`src/rtl/cpu_pkg.sv`:
```
// Shared definitions for the CPU front end: sequencer states and default
// parameter values used by the PC sequencer and its target adder.
package cpu_pkg;

    // Program-counter sequencer states.
    typedef enum logic [1:0] {
        ST_BOOT   = 2'd0,
        ST_RUN    = 2'd1,
        ST_STALL  = 2'd2,
        ST_HALTED = 2'd3
    } seq_state_t;

    localparam int DEF_PC_W        = 32;
    localparam int DEF_OFF_W       = 8;
    localparam int DEF_INSTR_BYTES = 4;
    localparam int DEF_ALIGN_SHIFT = 2;
    localparam int DEF_CNT_W       = 16;

endpackage

```
`src/rtl/pc_target_adder.sv`:
```
// Combinational next-PC arithmetic: sequential successor (also the link
// value) and the PC-relative jump/branch target. Wraps modulo 2^PC_W.
module pc_target_adder #(
    parameter int PC_W        = 32,
    parameter int OFF_W       = 8,
    parameter int ALIGN_SHIFT = 2,
    parameter int INSTR_BYTES = 4
) (
    input  logic [PC_W-1:0]  i_pc,
    input  logic [OFF_W-1:0] i_offset,
    output logic [PC_W-1:0]  o_pc_next,
    output logic [PC_W-1:0]  o_target
);

    logic [PC_W-1:0] w_off_ext;
    logic [PC_W-1:0] w_off_scaled;

    // Sign-extend the word offset to PC width, then scale to bytes.
    assign w_off_ext    = PC_W'($signed(i_offset));
    assign w_off_scaled = w_off_ext << ALIGN_SHIFT;

    // Targets are relative to the following instruction, not the current one.
    assign o_pc_next = i_pc + PC_W'(INSTR_BYTES);
    assign o_target  = o_pc_next + w_off_scaled;

endmodule

```
`src/rtl/pc_sequencer.sv`:
```
// Program-counter sequencer: PC register, boot/run/stall/halt FSM and
// saturating retire / taken-branch performance counters.
module pc_sequencer
    import cpu_pkg::*;
#(
    parameter int              PC_W        = DEF_PC_W,
    parameter int              OFF_W       = DEF_OFF_W,
    parameter int              INSTR_BYTES = DEF_INSTR_BYTES,
    parameter int              ALIGN_SHIFT = DEF_ALIGN_SHIFT,
    parameter logic [PC_W-1:0] RESET_VEC   = '0,
    parameter int              CNT_W       = DEF_CNT_W
) (
    input  logic             CLK,
    input  logic             RESET,
    input  logic             BUSYWAIT,
    input  logic             INSBUSYWAIT,
    input  logic             JUMP,
    input  logic             BRANCH_EQ,
    input  logic             BRANCH_NE,
    input  logic             ALUZERO,
    input  logic             HALT,
    input  logic [OFF_W-1:0] OFFSET,
    output logic [PC_W-1:0]  PC,
    output logic [PC_W-1:0]  PC_NEXT,
    output logic             FETCH_VALID,
    output logic             STALL,
    output logic             HALTED,
    output logic [CNT_W-1:0] RETIRE_CNT,
    output logic [CNT_W-1:0] TAKEN_CNT
);

    seq_state_t      r_state;
    seq_state_t      w_state_next;
    logic [PC_W-1:0] r_pc;
    logic [PC_W-1:0] w_pc_next;
    logic [PC_W-1:0] w_target;
    logic            w_busy;
    logic            w_retire;
    logic            w_taken;

    // Counter 0 counts retires, counter 1 counts taken jumps/branches.
    logic [CNT_W-1:0] r_cnt [2];
    logic             w_cnt_inc [2];

    pc_target_adder #(
        .PC_W        (PC_W),
        .OFF_W       (OFF_W),
        .ALIGN_SHIFT (ALIGN_SHIFT),
        .INSTR_BYTES (INSTR_BYTES)
    ) u_adder (
        .i_pc      (r_pc),
        .i_offset  (OFFSET),
        .o_pc_next (w_pc_next),
        .o_target  (w_target)
    );

    // Either busywait stalls; both together are still a single stall.
    assign w_busy   = BUSYWAIT | INSBUSYWAIT;
    assign w_retire = ((r_state == ST_RUN) || (r_state == ST_STALL)) && !w_busy;
    assign w_taken  = JUMP | (BRANCH_EQ & ALUZERO) | (BRANCH_NE & ~ALUZERO);

    // HALT wins over taken, so a halting instruction never counts as taken.
    assign w_cnt_inc[0] = w_retire;
    assign w_cnt_inc[1] = w_retire & ~HALT & w_taken;

    // Next-state decision; a retiring halt freezes the sequencer.
    always_comb begin
        w_state_next = r_state;
        case (r_state)
            ST_BOOT:   w_state_next = ST_RUN;
            ST_RUN: begin
                if (w_busy)
                    w_state_next = ST_STALL;
                else if (HALT)
                    w_state_next = ST_HALTED;
            end
            ST_STALL: begin
                if (!w_busy)
                    w_state_next = HALT ? ST_HALTED : ST_RUN;
            end
            ST_HALTED: w_state_next = ST_HALTED;
            default:   w_state_next = ST_BOOT;
        endcase
    end

    // State register; reset overrides every state including HALTED.
    always_ff @(posedge CLK) begin
        if (RESET)
            r_state <= ST_BOOT;
        else
            r_state <= w_state_next;
    end

    // PC advances only on a retiring non-halt instruction.
    always_ff @(posedge CLK) begin
        if (RESET)
            r_pc <= RESET_VEC;
        else if (w_retire && !HALT)
            r_pc <= w_taken ? w_target : w_pc_next;
    end

    // Saturating performance counters; they stick at all-ones.
    generate
        for (genvar gi = 0; gi < 2; gi++) begin : g_cnt
            always_ff @(posedge CLK) begin
                if (RESET)
                    r_cnt[gi] <= '0;
                else if (w_cnt_inc[gi] && (r_cnt[gi] != {CNT_W{1'b1}}))
                    r_cnt[gi] <= r_cnt[gi] + 1'b1;
            end
        end
    endgenerate

    assign PC          = r_pc;
    assign PC_NEXT     = w_pc_next;
    assign FETCH_VALID = w_retire;
    assign STALL       = (r_state == ST_STALL);
    assign HALTED      = (r_state == ST_HALTED);
    assign RETIRE_CNT  = r_cnt[0];
    assign TAKEN_CNT   = r_cnt[1];

endmodule

```
`config.mk`:
```
export PLATFORM = sky130hd
export DESIGN_NAME = pc_sequencer
export DESIGN_NICKNAME = d
export VERILOG_FILES = /design/src/rtl/cpu_pkg.sv /design/src/rtl/pc_target_adder.sv /design/src/rtl/pc_sequencer.sv
export SDC_FILE = /design/constraint.sdc
export NUM_CORES = 1
export LEC_CHECK = 0
export ABC_AREA = 1
export BUFFER_PORTS_ARGS = -buffer_cell sky130_fd_sc_hd__buf_2
export CAP_MARGIN = 20
export CORE_MARGIN = 3
export CORE_UTILIZATION = 50
export CTS_BUF_LIST = sky130_fd_sc_hd__clkbuf_4 sky130_fd_sc_hd__clkbuf_8 sky130_fd_sc_hd__clkbuf_16
export DETAILED_ROUTE_END_ITERATION = 10
export GPL_ROUTABILITY_DRIVEN = 0
export PLACE_DENSITY = 0.73
export SYNTH_ARGS = -nofsm -noshare
export SYNTH_HDL_FRONTEND = slang
export SYNTH_SLANG_ARGS = --single-unit
export TNS_END_PERCENT = 1
```
`constraint.sdc`:
```
create_clock -name CLK -period 3.75 [get_ports CLK]
set_input_delay 0.5625 -clock CLK [delete_from_list [all_inputs] [get_ports CLK]]
set_output_delay 0.5625 -clock CLK [all_outputs]
set_load 0.01 [all_outputs]
```
* Word-level counts from Yosys, hierarchy flattened
Memory sizes are Yosys's and may differ from the RTL's. Index checks and enable logic that the tools add are counted.
Storage, ports and cells: input port bits 17, memories kept 1, bits in writable memories 32, output and inout port bits 99, bits in registers 34
Operators by class: muxes and demuxes 16, bitwise gates (word level) 11, equal/unequal tests 7, add/subtract/negate cells 4, reduce and logical (&&, ||, !) cells 9
Memory list:
- r_cnt | words 2, bits a word 16, rd ports 2, clocked after Yosys merged registers in 0, write ports 2, RTL line pc_sequencer.sv:42 | logic [CNT_W-1:0] r_cnt [2];
Operator list (number):
- $add 16x1->16 const B | 2
- $add 32x3->32 const B | 1
- $add 32x32->32 | 1
- $mux 16 | 2
- $mux 32 | 1
- $ne 16x16->1 const B | 2
- $mux 1 | 8
- $mux 2 | 4
- $pmux 2 s4 | 1
- $or 1x1->1 | 5
- $and 1x1->1 | 4
- $eq 2x2->1 const B | 2
- $logic_and 1x1->1 | 4
- $ne 3x3->1 const B | 1
- $eq 2x1->1 const B | 1
- $logic_not 1->1 | 2
- $logic_not 2->1 | 1
- $ne 2x2->1 const B | 1
- $not 1->1 | 2
- $reduce_and 2->1 | 1
- $logic_or 1x1->1 | 1

* Depth between registers and ports, before layout
Gate-level depths: netlist of run 1.
word-level depth 10, gate-level depth with buffers 25, gate-level depth less buffers 25

* Hierarchy
Synthesis of run 1 repeated with hierarchy kept, for this count alone.
Second synthesis, totals: cell total of the unflattened synthesis 1088, area total of the unflattened synthesis 6616.3 µm²
Modules (own cells, without submodules):
- pc_sequencer | cells an instance 525, area an instance 3731.1 µm², instances 1
- pc_target_adder | cells an instance 563, area an instance 2885.3 µm², instances 1

* Worst setup path after synthesis of run 1
No wires, ideal clock.
path kind reg-to-reg, start register r_pc[3], in the netlist PC[3], end register r_pc[21], in the netlist PC[21], data arrival time 2.792 ns, period minus slack after synthesis 2.911 ns, required time 3.631 ns, setup slack 0.839 ns, stages on the path, launching flop included 21, cell sequence dfxtp_1 -> ha_1 -> nand2_1 -> nor2_4 -> nand2_4 -> nor2_4 -> nand2_2 -> nor2_2 -> nand3_1 -> xor2_1 -> inv_1 -> ha_1 -> nand2_1 -> inv_1 -> a21oi_1 -> nand2_1 -> inv_1 -> nand2_1 -> or2_2 -> nand3_1 -> a21oi_1
On the way: word-level cells in the longest chain between the ends 3
Ends and longest elaborated chain:
- from (decl) | RTL line pc_sequencer.sv:34 | logic [PC_W-1:0] r_pc;
- from (signal assigned) | RTL line pc_sequencer.sv:99 | r_pc <= w_taken ? w_target : w_pc_next;
- $add 32x3->32 | RTL line pc_target_adder.sv:23 | assign o_pc_next = i_pc + PC_W'(INSTR_BYTES);
- net PC_NEXT[20] | RTL line pc_sequencer.sv:24 | output logic [PC_W-1:0] PC_NEXT,
- $add 32x32->32 | RTL line pc_target_adder.sv:24 | assign o_target = o_pc_next + w_off_scaled;
- $mux 32 | RTL line pc_sequencer.sv:99
The timed path passes the listed nets, and every way through them passes these cells. A chain may end at the register's enable or synchronous reset.

* Worst setup path after layout of run 1
start register r_pc[3], in the netlist PC[3], end register r_pc[22], in the netlist PC[22]
On the way: word-level cells in the longest chain between the ends 3
Ends and longest elaborated chain (RTL line):
- $add 32x3->32 * | pc_target_adder.sv:23
- $add 32x32->32 | pc_target_adder.sv:24
- $mux 32 * | pc_sequencer.sv:99
Mark *: on every way between the ends. The rest lies on a longest branch, timed or not.

==> results of run 1 <==
==> timing repair <==
action | 4_1_cts | 5_1_grt
gates resized for setup | 0 | 1
setup buffers | 0 | 0
endpoints found under the setup margin | 0 | 1
hold endpoints to repair | 0 | 0
==> final cells by class <==
cell class                 instances  area [um^2]
timing repair buffer             123          646
clock inverter                     7         80.1
inverter                         151          567
clock buffer                       9          225
tap                              168          210
multi-input combinational        759         4050
sequential                        64         1600
fill                            1204         4780
==> cells by family (layout without fill, tap and decap cells) <==
| group | count (synthesis) | in the layout | synth area share |
|---|---|---|---|
| XOR/XNOR | 33 | 33 | 0.0471 |
| AND/OR/NAND/NOR | 544 | 544 | 0.385 |
| other | 1 | 4 | 0.000595 |
| buffers and inverters | 169 | 290 | 0.106 |
| adder cells (fa/ha/maj) | 43 | 43 | 0.0866 |
| AO/OA/AOI/OAI | 135 | 135 | 0.122 |
| flip-flops | 64 | 64 | 0.254 |
==> layer usage <==
metal	vias to the layer above	GRT usage	part of all wire
met5	-	0	0
met4	0	0.106	0.032
met3	42	0.0383	0.073
met2	256	0.453	0.45
met1	3120	0.366	0.44
li1	3440	-	-
==> registers in the layout, summed over array words and instances, names as in the netlist <==
| register | cells |
|---|---|
| r_cnt | 32 |
| PC | 30 |
| r_state | 2 |
==> synth_stat cells (2+ instances only) <==
library cell  instances  area, um^2
o221ai_1              3        26.3
and2_1                5        31.3
inv_1               148         556
nor3b_1               3        22.5
clkbuf_1             11        41.3
and3_1                2        12.5
nand2_4               3        33.8
o21ai_0              39         195
nand3_1              64         320
o21bai_1              3        22.5
nor4_1                3        18.8
a21oi_1              61         305
a21oi_2               2        17.5
xnor2_1               8        70.1
edfxtp_1             32         961
nand3b_1              4        30.0
nand2_2               6        37.5
buf_6                 2        22.5
dfxtp_1              32         641
a31oi_1              10        62.6
a221oi_1              2        17.5
nor3_1               26         130
inv_2                 2        7.51
o21ai_1               2        10.0
ha_1                 42         526
or2_2                 7        43.8
nand2_1             296        1110
nor2_1               92         345
nand4_1              14        87.6
xor2_1               24         210
o22ai_1               2        12.5
a21o_1                5        37.5
nand3_2               2        20.0
nor2_2                5        31.3
nor2_4                7        78.8
buf_4                 4        30.0
o21a_1                3        22.5
==> cell usage in the layout (no fill, tap or decap), drive strengths merged, types with 7 or more instances in the layout <==
master	instances
inv	151
a31oi	10
ha	42
nand4	15
xnor2	8
edfxtp	32
a21oi	63
clkbuf	9
nor2	104
nand2	305
xor2	25
buf	123
or2	7
nand3	66
nor3	27
o21ai	41
dfxtp	32
==> stage by stage <==
stage	utilization	total power, mW	cells
5_1_grt	0.607	2.97	1281
2_1_floorplan	-	1.59	992
6_report	0.607	2.81	1281
3_3_place_gp	0.582	1.93	1265
3_5_place_dp	0.582	1.94	1265
4_1_cts	0.607	2.80	1281
==> power groups by stage <==
stage	logic, mW	clock network, mW	registers [mW]
2_1_floorplan	0.624	0	0.966
3_3_place_gp	0.982	0	0.948
3_5_place_dp	0.989	0	0.949
4_1_cts	0.995	0.867	0.935
5_1_grt	1.12	0.898	0.952
6_report	1.01	0.863	0.938
==> worst max-delay path by stage <==
stage	cells past startpoint	slack, ns	start	end
after floorplan	20	0.84	PC[3]$_SDFFE_PP0P_	PC[21]$_SDFFE_PP0P_
after global placement	19	0.41	PC[3]$_SDFFE_PP0P_	PC[26]$_SDFFE_PP0P_
after detailed placement	20	0.41	PC[3]$_SDFFE_PP0P_	PC[26]$_SDFFE_PP0P_
after CTS	20	0.38	PC[3]$_SDFFE_PP0P_	PC[26]$_SDFFE_PP0P_
after global routing	21	-0.01	PC[3]$_SDFFE_PP0P_	PC[22]$_SDFFE_PP0P_
final	21	0.26	PC[3]$_SDFFE_PP0P_	PC[22]$_SDFFE_PP0P_
==> worst register-to-register path: stages, from the launching register on <==
cell and delay (ns):
dfxtp_1 0.40, ha_1 0.23, nand2_1 0.10, nor2_4 0.20, nand2_4 0.09, nor2_4 0.11, nand2_2 0.10, nor2_2 0.12
nand3_1 0.09, xor2_1 0.21, inv_1 0.11, ha_1 0.39, nand2_1 0.12, inv_1 0.09, nand3_1 0.17, nor2_1 0.22
nand4_1 0.17, nand3_1 0.12, nand2_1 0.05, nand3_1 0.14, nand2_1 0.08, a21oi_1 0.12
==> metrics.md, run 1 <==
| Metric | Value |
|---|---|
| Status | `complete, no violations` |
| Register area share after synthesis | `0.254` |
| Skew-Pair Late Insertion Delay | `0.34 ns` |
| Die height | `118 um` |
| Vias per cell | `5.35` |
| Critical Path AT | `3.76 ns` |
| Site Rows | `40` |
| Max Transition Viols Final | `0` |
| Required time worst endpoint | `4.01 ns` |
| Worst R2R End | `PC[22]$_SDFFE_PP0P_` |
| Max_cap viols | `0` |
| Seq pwr share | `0.334` |
| Root buffer cell | `clkbuf_16` |
| Rel. slew slack | `0.545` |
| Setup TNS | `0 ns` |
| Critical path cell sequence | `ha_1, nand2_1, nor2_4, nand2_4, nor2_4, nand2_2, nor2_2, nand3_1, xor2_1, inv_1, ha_1, nand2_1, inv_1, nand3_1, nor2_1, nand4_1, nand3_1, nand2_1, nand3_1, nand2_1, a21oi_1` |
| Final ANT Viol Nets | `0` |
| Total Die Area | `14000 um^2` |
| Dpl cell area | `7070 um^2` |
| Initial DRC Count | `620` |
| Pin count of the biggest net entering global routing | `32` |
| CTS sink cnt | `64` |
| Clock-pin slew on the worst setup and hold paths | `0.06 ns` |
| DR WL/cell | `15.2 um` |
| Yosys warnings | `0` |
| IR drop worst, VDD | `237 uV` |
| Via count | `6858` |
| Primary FF master, synth | `edfxtp_1` |
| Routed WL | `19.5 mm` |
| Sw Ratio | `0.395` |
| Async set or reset register ratio after synthesis | `0` |
| Overflow after GRT | `0` |
| Switch Pwr | `1.11 mW` |
| Core Box Area | `12200 um^2` |
| Largest stage delay, worst path | `0.40 ns` |
| #FFs+latches synth | `64` |
| Die W | `118 um` |
| Hold Violations, Final | `0` |
| Critical path launch point type | `flop` |
| Max frequency | `286 MHz` |
| Combinational group share of total power | `0.359` |
| H-tree depth | `3` |
| Worst min-delay path startpoint | `r_state[1]$_SDFFE_PP0P_` |
| CTS tree | `yes` |
| Final #Nets | `1168` |
| Setup slack after layout | `0.257 ns` |
| CP max-delay cell | `dfxtp_1` |
| Initial antenna violation count | `0` |
| DRC | `0` |
| Starting Density | `0.518` |
| Count of cell types in the netlist | `50` |
| Power Density | `380 nW/um^2` |
| All-Layer GR Usage | `0.276` |
| Wire length of the first global-routing pass | `31.2 mm` |
| I/O pin count | `116` |
| Reg2Reg Depth | `21` |
| Clock Skew | `0.00903 ns` |
| Clock Path Buffers | `2` |
| Leak Pwr | `3.84 nW` |
| Clock share of power | `0.307` |
| Antenna cells | `0` |
| CTS Buf Count | `9` |
| Synth-to-Final Area Change | `17.2%` |
| Avg Inst Size Synth | `6.37 um^2` |
| Syn Std Cell Area | `6300 um^2` |
| Synth Instances | `989` |
| Count of hold-fix buffers inserted at cts | `0` |
| Setup WS pre-CTS | `0.410 ns` |
| Finish-stage setup viols | `0` |
| Hold WC Path Type | `flop to flop` |
| Crit-path leading delay family | `simple AND/OR/NAND/NOR gates` |
| CP endpoint kind | `flop` |
| Setup repair after global routing missed its margin | `true` |
| Post-synth EDFFs | `32` |
| Slew @ Worst Pin | `0.682 ns` |
| Design Area, Final | `7380 um^2` |
| Worst Path Class, Setup | `flop to flop` |
| Reg-to-Reg Start | `PC[3]$_SDFFE_PP0P_` |
| Worst hold path endpoint | `r_state[1]$_SDFFE_PP0P_` |
| Register-to-Register Setup Slack | `0.26 ns` |
| Period utilisation layout | `0.932` |
| CP Max Fanout | `6` |
| Vias in the first global route | `6314` |
| Min Hold Slack | `0.489 ns` |
| HPWL Detailed | `15.5 mm` |
| Depth of the worst hold-timing path | `1` |
| Fin crit period | `3.49 ns` |
| First-pass iteration count of the detailed router | `7` |
| Port bufs | `111` |
| Buf+Inv Stages, Crit Path | `2` |
| Layout cells sized above 1 | `0.163` |
| Cell-internal power | `1.70 mW` |
No activity file was read; power rests on OpenSTA's default activity.
==> run 2: changes to the inputs <==
Settings changed: CORE_UTILIZATION 50 to 40, PLACE_DENSITY 0.73 to unset.
==> run 2 against run 1 <==
Against the previous run: final area increased by 0.90%; critical path type unchanged; count of clock-buffer cells in the layout increased by 1; maximum frequency decreased by 0.30%.
==> metrics.md, run 2 (synthesized netlist as in run 1, its figures left out) <==
| Metric | Value |
|---|---|
| Critical path cell sequence | `ha_1, nand2_1, nor2_4, nand2_4, nor2_4, nand2_2, nor2_2, nand3_1, xor2_1, inv_1, ha_1, nand2_1, inv_1, nand3_1, nor3_1, o21ai_0, nand3_1, nand2_1, nand3_1, a21oi_1` |
| Combinational group share of total power | `0.358 (about the same)` |
| Wire length of the first global-routing pass | `32.9 mm (+5.2%)` |
| Site Rows | `45 (+13%)` |
| Pwr Total | `2.82 mW (+0.45%)` |
| Die W | `132 um (+11%)` |
| DRC | `0 (unchanged)` |
| CTS sink cnt | `64 (unchanged)` |
| Setup repair bufs after CTS | `0 (unchanged)` |
| Critical path launch point type | `flop` |
| Area of the multi-input gates | `4050 um^2 (-0.12%)` |
| Die height | `132 um (+11%)` |
| Switch Pwr | `1.10 mW (-0.32%)` |
| Met2 wire len | `9.50 mm (+7.1%)` |
| Commonest non-fill, non-tap cell in the layout | `nand2_1` |
| Worst hold path endpoint | `r_state[1]$_SDFFE_PP0P_` |
| HPWL Detailed | `16.4 mm (+5.7%)` |
| Fill cells | `1658 (+38%)` |
| Worst min-delay path startpoint | `r_state[1]$_SDFFE_PP0P_` |
| Vias per cell | `5.07 (-5.3%)` |
| CTS tree | `yes` |
| Reg-to-Reg Start | `PC[3]$_SDFFE_PP0P_` |
| Min Hold Slack | `0.504 ns (+0.0154 ns)` |
| Initial DRC Count | `357 (-42%)` |
| Vias in the first global route | `6285 (-0.46%)` |
| H-tree depth | `3 (unchanged)` |
| DR WL/cell | `15.5 um (+2.1%)` |
| Starting Density | `0.412 (-0.107)` |
| Routed WL | `20.6 mm (+5.6%)` |
| All-Layer GR Usage | `0.237 (-0.0381)` |
| Clock Path Buffers | `2 (unchanged)` |
| Antenna cells | `0 (unchanged)` |
| Crit-path leading delay family | `simple AND/OR/NAND/NOR gates` |
| Seq pwr share | `0.333 (about the same)` |
| Max Transition Viols Final | `0 (unchanged)` |
| Largest register FFs | `32 (unchanged)` |
| Root buffer cell | `clkbuf_16` |
| Rel. slew slack | `0.503 (-0.0417)` |
| CP Launch Point | `PC[3]$_SDFFE_PP0P_` |
| Overflow after GRT | `0 (unchanged)` |
| Clock Skew | `0.0104 ns (+0.00138 ns)` |
| Worst Path Class, Setup | `flop to flop` |
| Cell mode on critical path | `nand3_1` |
| Power Density | `379 nW/um^2 (-0.44%)` |
| Setup repair after global routing missed its margin | `true` |
| Max frequency | `285 MHz (-0.30%)` |
| Required time worst endpoint | `3.98 ns (-0.03 ns)` |
| Synth-to-Final Area Change | `18.2%` |
| Final ANT Viol Nets | `0 (unchanged)` |
| CTS Buf Count | `9 (unchanged)` |
| Total Die Area | `17300 um^2 (+24%)` |
| Hold Violations, Final | `0 (unchanged)` |
| Depth of the worst hold-timing path | `1 (unchanged)` |
| Buf+Inv Stages, Crit Path | `2 (unchanged)` |
| Clock share of power | `0.309 (+0.002)` |
| Worst R2R End | `PC[26]$_SDFFE_PP0P_` |
| Layout cells sized above 1 | `0.163 (+0.000605)` |
| Max_cap viols | `0 (unchanged)` |
| CP endpoint kind | `flop` |
| Period utilisation layout | `0.934 (+0.00282)` |
| Status | `complete, no violations` |
| Largest reg by FF count | `r_cnt` |
| Largest stage delay, worst path | `0.39 ns (about the same)` |
| Port bufs | `111 (unchanged)` |
| CP Max Fanout | `6 (unchanged)` |
| Initial antenna violation count | `0 (unchanged)` |
| First-pass iteration count of the detailed router | `5 (-2)` |
| Critical Path AT | `3.74 ns (-0.02 ns)` |
| Wl on met1 | `9.03 mm (+5.1%)` |
| Final #Nets | `1170 (+0.17%)` |
| Commonest cells after routing, fill and taps aside | `296 x nand2_1, 148 x inv_1, 111 x buf_2` |
| Fin crit period | `3.50 ns (+0.0106 ns)` |
| Cell-internal power | `1.72 mW (+0.95%)` |
| Pin count of the biggest net entering global routing | `32 (unchanged)` |
| Hold WC Path Type | `flop to flop` |
| Finish-stage setup viols | `0 (unchanged)` |
| Slew @ Worst Pin | `0.744 ns (+0.0625 ns)` |
| Reg2Reg Depth | `20 (-4.8%)` |
| Count of hold-fix buffers inserted at cts | `0 (unchanged)` |
| I/O pin count | `116 (unchanged)` |
| IR drop worst, VDD | `201 uV (-15%)` |
| CP max-delay cell | `dfxtp_1` |
| Skew-Pair Late Insertion Delay | `0.34 ns (about the same)` |
| Register-to-Register Setup Slack | `0.25 ns (about the same)` |
| Core Box Area | `15300 um^2 (+26%)` |
| Leak Pwr | `3.84 nW (+0.13%)` |
| Top Layer Used | `met4` |
| Clock-pin slew on the worst setup and hold paths | `0.06 ns (about the same)` |
| Met3 WL | `1.53 mm (+7.9%)` |
| Via count | `6723 (-2.0%)` |
| CTS resizes | `0 (unchanged)` |
| Register area | `1600 um^2 (unchanged)` |
| Sw Ratio | `0.392 (-0.00303)` |
## run 2: changes by cell type in the layout (fill, tap and decap cells not counted)
cell        previous run  this run
clkbuf_8               0         1
clkinvlp_4             2         4
nor3_1                25        26
nor3_2                 1         0
buf_4                 12        14
clkinv_4               3         1
inv_6                  1         0
## run 2: through the flow
stage	setup WS, ns	TNS, ns	utilization	instances	cell area, um^2
finish	0.246	0	0.486	1326	7450
global route	-0.0267	-0.0296	0.486	1326	7450
CTS	0.319	0	0.486	1326	7450
detailed placement	0.343	0	0.466	1310	7140
global placement	0.295	0	0.466	1310	7140
floorplan	0.839	0	-	992	6310
## run 2: worst max-delay path by stage
| stage | endpoint | slack (ns) | depth (start not counted) |
|---|---|---|---|
| detailed placement | PC[26]$_SDFFE_PP0P_ | 0.34 | 20 |
| global route | PC[26]$_SDFFE_PP0P_ | -0.03 | 19 |
| CTS | PC[26]$_SDFFE_PP0P_ | 0.32 | 20 |
| floorplan | PC[21]$_SDFFE_PP0P_ | 0.84 | 20 |
| global placement | PC[26]$_SDFFE_PP0P_ | 0.29 | 20 |
| finish | PC[26]$_SDFFE_PP0P_ | 0.25 | 20 |
## run 2: layout make-up
class,instances,area share
multi-input cells,759,0.544
well taps,211,0.0354
inverters,151,0.0761
clock buffers,10,0.0321
repair buffers,125,0.0887
clock inverters,6,0.00924
flip-flops and latches,64,0.215
## run 2: power by group through the flow
| stage | clock network [mW] | registers, mW | logic [mW] |
|---|---|---|---|
| floorplan | 0 | 0.966 | 0.624 |
| global placement | 0 | 0.950 | 1.00 |
| detailed placement | 0 | 0.952 | 0.999 |
| CTS | 0.885 | 0.937 | 1.01 |
| global route | 0.915 | 0.956 | 1.13 |
| finish | 0.871 | 0.938 | 1.01 |
## run 2: metal layers
| layer | vias to the layer above | GRT usage |
|---|---|---|
| met1 | 3000 | 0.316 |
| met3 | 34 | 0.0364 |
| li1 | 3445 | - |
| met4 | 0 | 0.0881 |
| met2 | 244 | 0.390 |
| met5 | - | 0 |
==> run 3: changes to the inputs <==
Settings changed: CTS_BUF_LIST sky130_fd_sc_hd__clkbuf_4 sky130_fd_sc_hd__clkbuf_8 sky130_fd_sc_hd__clkbuf_16 to unset, REMOVE_ABC_BUFFERS set to 1.
==> run 3 against run 2 <==
Against the previous run: worst hold slack lost 0.0027 ns; routed wire length decreased by 0.76%; count of clock-buffer cells in the layout decreased by 1; largest power group unchanged; final area is 0.34% lower; cell count is 0.15% lower; non-clock buffer count fell by 2; maximum frequency rose by 4.7%; highest routed layer unchanged; clock skew decreased by 0.0044 ns; worst setup slack improved by 0.16 ns; utilization fell by 0.16 points.
==> metrics.md, run 3 (synthesized netlist as in run 1, its figures left out) <==
| Metric | Value |
|---|---|
| CTS resizes | `0 (unchanged)` |
| Power Density | `377 nW/um^2 (-0.49%)` |
| Commonest non-fill, non-tap cell in the layout | `nand2_1` |
| Worst hold path endpoint | `r_state[1]$_SDFFE_PP0P_` |
| Port bufs | `111 (unchanged)` |
| Fin crit period | `3.35 ns (-0.157 ns)` |
| H-tree depth | `3 (unchanged)` |
| I/O pin count | `116 (unchanged)` |
| Largest register FFs | `32 (unchanged)` |
| CP endpoint kind | `flop` |
| Initial antenna violation count | `0 (unchanged)` |
| Critical Path AT | `3.58 ns (-0.16 ns)` |
| First-pass iteration count of the detailed router | `4 (-1)` |
| Commonest cells after routing, fill and taps aside | `296 x nand2_1, 148 x inv_1, 111 x buf_2` |
| Slew @ Worst Pin | `0.780 ns (+0.0355 ns)` |
| CTS tree | `yes` |
| Overflow after GRT | `0 (unchanged)` |
| Clock-pin slew on the worst setup and hold paths | `0.06 ns (about the same)` |
| Die height | `132 um (unchanged)` |
| CP Max Fanout | `6 (unchanged)` |
| Pin count of the biggest net entering global routing | `31 (-3.1%)` |
| Clock Path Buffers | `2 (unchanged)` |
| DR WL/cell | `15.4 um (-0.61%)` |
| Synth-to-Final Area Change | `17.8%` |
| Fill cells | `1667 (+0.54%)` |
| Period utilisation layout | `0.892 (-0.0419)` |
| Skew-Pair Late Insertion Delay | `0.34 ns (about the same)` |
| Max frequency | `299 MHz (+4.7%)` |
| CTS sink cnt | `64 (unchanged)` |
| Count of hold-fix buffers inserted at cts | `0 (unchanged)` |
| Antenna cells | `0 (unchanged)` |
| Hold Violations, Final | `0 (unchanged)` |
| IR drop worst, VDD | `246 uV (+22%)` |
| Setup repair bufs after CTS | `0 (unchanged)` |
| Leak Pwr | `3.84 nW (-0.17%)` |
| Worst R2R End | `PC[26]$_SDFFE_PP0P_` |
| Register area | `1600 um^2 (unchanged)` |
| Rel. slew slack | `0.480 (-0.0237)` |
| Total Die Area | `17300 um^2 (unchanged)` |
| Site Rows | `45 (unchanged)` |
| Max Transition Viols Final | `0 (unchanged)` |
| Initial DRC Count | `443 (+24%)` |
| Layout cells sized above 1 | `0.162 (-0.00150)` |
| Starting Density | `0.412 (unchanged)` |
| Critical path launch point type | `flop` |
| DRC | `0 (unchanged)` |
| HPWL Detailed | `16.4 mm (+0.21%)` |
| Worst min-delay path startpoint | `r_state[1]$_SDFFE_PP0P_` |
| Reg-to-Reg Start | `PC[3]$_SDFFE_PP0P_` |
| Wire length of the first global-routing pass | `32.6 mm (-0.69%)` |
| Depth of the worst hold-timing path | `1 (unchanged)` |
| Hold WC Path Type | `flop to flop` |
| Finish-stage setup viols | `0 (unchanged)` |
| Required time worst endpoint | `3.98 ns (about the same)` |
| Vias per cell | `5.05 (-0.46%)` |
| All-Layer GR Usage | `0.236 (-0.00177)` |
| Largest reg by FF count | `r_cnt` |
| CTS Buf Count | `9 (unchanged)` |
| Clock Skew | `0.00605 ns (-0.00436 ns)` |
| Reg2Reg Depth | `20 (unchanged)` |
| Via count | `6682 (-0.61%)` |
| Worst Path Class, Setup | `flop to flop` |
| Status | `complete, no violations` |
| Register-to-Register Setup Slack | `0.40 ns (+0.16 ns)` |
| Final #Nets | `1168 (-0.17%)` |
| Routed WL | `20.5 mm (-0.76%)` |
| Area of the multi-input gates | `4050 um^2 (unchanged)` |
| Die W | `132 um (unchanged)` |
| Vias in the first global route | `6127 (-2.5%)` |
| Final ANT Viol Nets | `0 (unchanged)` |
| Setup repair after global routing missed its margin | `false` |
| Core Box Area | `15300 um^2 (unchanged)` |
| Setup TNS | `0 ns (unchanged)` |
| Min Hold Slack | `0.502 ns (-0.00266 ns)` |
| Root buffer cell | `clkbuf_16` |
| Max_cap viols | `0 (unchanged)` |
## run 3: changes by cell type in the layout (fill, tap and decap cells not counted)
cell and change:
buf_4 -2, clkinvlp_4 -2, clkbuf_8 -1, clkinv_2 +2
clkinv_4 +1
## run 3: metal layers
| metal | vias to the layer above | part of all wire | track usage |
|---|---|---|---|
| met5 | - | 0 | 0 |
| met4 | 0 | 0.031 | 0.0846 |
| met3 | 39 | 0.064 | 0.0421 |
| met2 | 220 | 0.45 | 0.368 |
| met1 | 2973 | 0.46 | 0.326 |
| li1 | 3450 | - | - |
## run 3: power breakdown
part           leakage [nW]  total [mW]  switching, mW  internal, mW
clock                 0.141       0.851          0.337         0.514
combinational          3.10        1.01          0.660         0.348
sequential            0.593       0.939          0.107         0.832
total                  3.84        2.80           1.10          1.69
## run 3: critical path, stage by stage (launching register included)
cell	delay (ns)
dfxtp_1	0.39
ha_1	0.23
nand2_1	0.10
nor2_4	0.19
nand2_4	0.09
nor2_4	0.11
nand2_2	0.09
nor2_2	0.12
nand3_1	0.11
xor2_1	0.21
inv_1	0.09
ha_1	0.35
nand2_1	0.12
inv_1	0.09
nand3_1	0.15
nor3_1	0.26
o21ai_0	0.17
nand3_1	0.10
nand2_1	0.05
nand3_1	0.14
a21oi_1	0.08
## run 3: area by class of cell
type / instances / area share
repair buffers: 123 / 0.0870
clock inverters: 7 / 0.00977
clock buffers: 9 / 0.0303
well taps: 211 / 0.0356
flip-flops and latches: 64 / 0.216
multi-input cells: 759 / 0.545
inverters: 151 / 0.0763
## run 3: worst max-delay path by stage
stage	start	to	slack (ns)	cells after the start
final	PC[3]$_SDFFE_PP0P_	PC[26]$_SDFFE_PP0P_	0.40	20
after global routing	PC[3]$_SDFFE_PP0P_	PC[26]$_SDFFE_PP0P_	0.07	20
after CTS	PC[3]$_SDFFE_PP0P_	PC[26]$_SDFFE_PP0P_	0.44	20
after detailed placement	PC[3]$_SDFFE_PP0P_	PC[26]$_SDFFE_PP0P_	0.46	20
after global placement	PC[3]$_SDFFE_PP0P_	PC[26]$_SDFFE_PP0P_	0.51	20
after floorplan	INSBUSYWAIT	r_cnt[1][0]$_SDFFCE_PN0P_	0.48	7
## run 3: stage by stage
step / worst slack [ns] / total power, mW / utilization / area [um^2] / std cells
global placement: 0.510 / 1.95 / 0.465 / 7130 / 1308
floorplan: 0.476 / 1.57 / - / 6210 / 974
global route: 0.0748 / 2.99 / 0.485 / 7420 / 1324
finish: 0.403 / 2.80 / 0.485 / 7420 / 1324
detailed placement: 0.457 / 1.95 / 0.465 / 7130 / 1308
CTS: 0.442 / 2.80 / 0.485 / 7420 / 1324
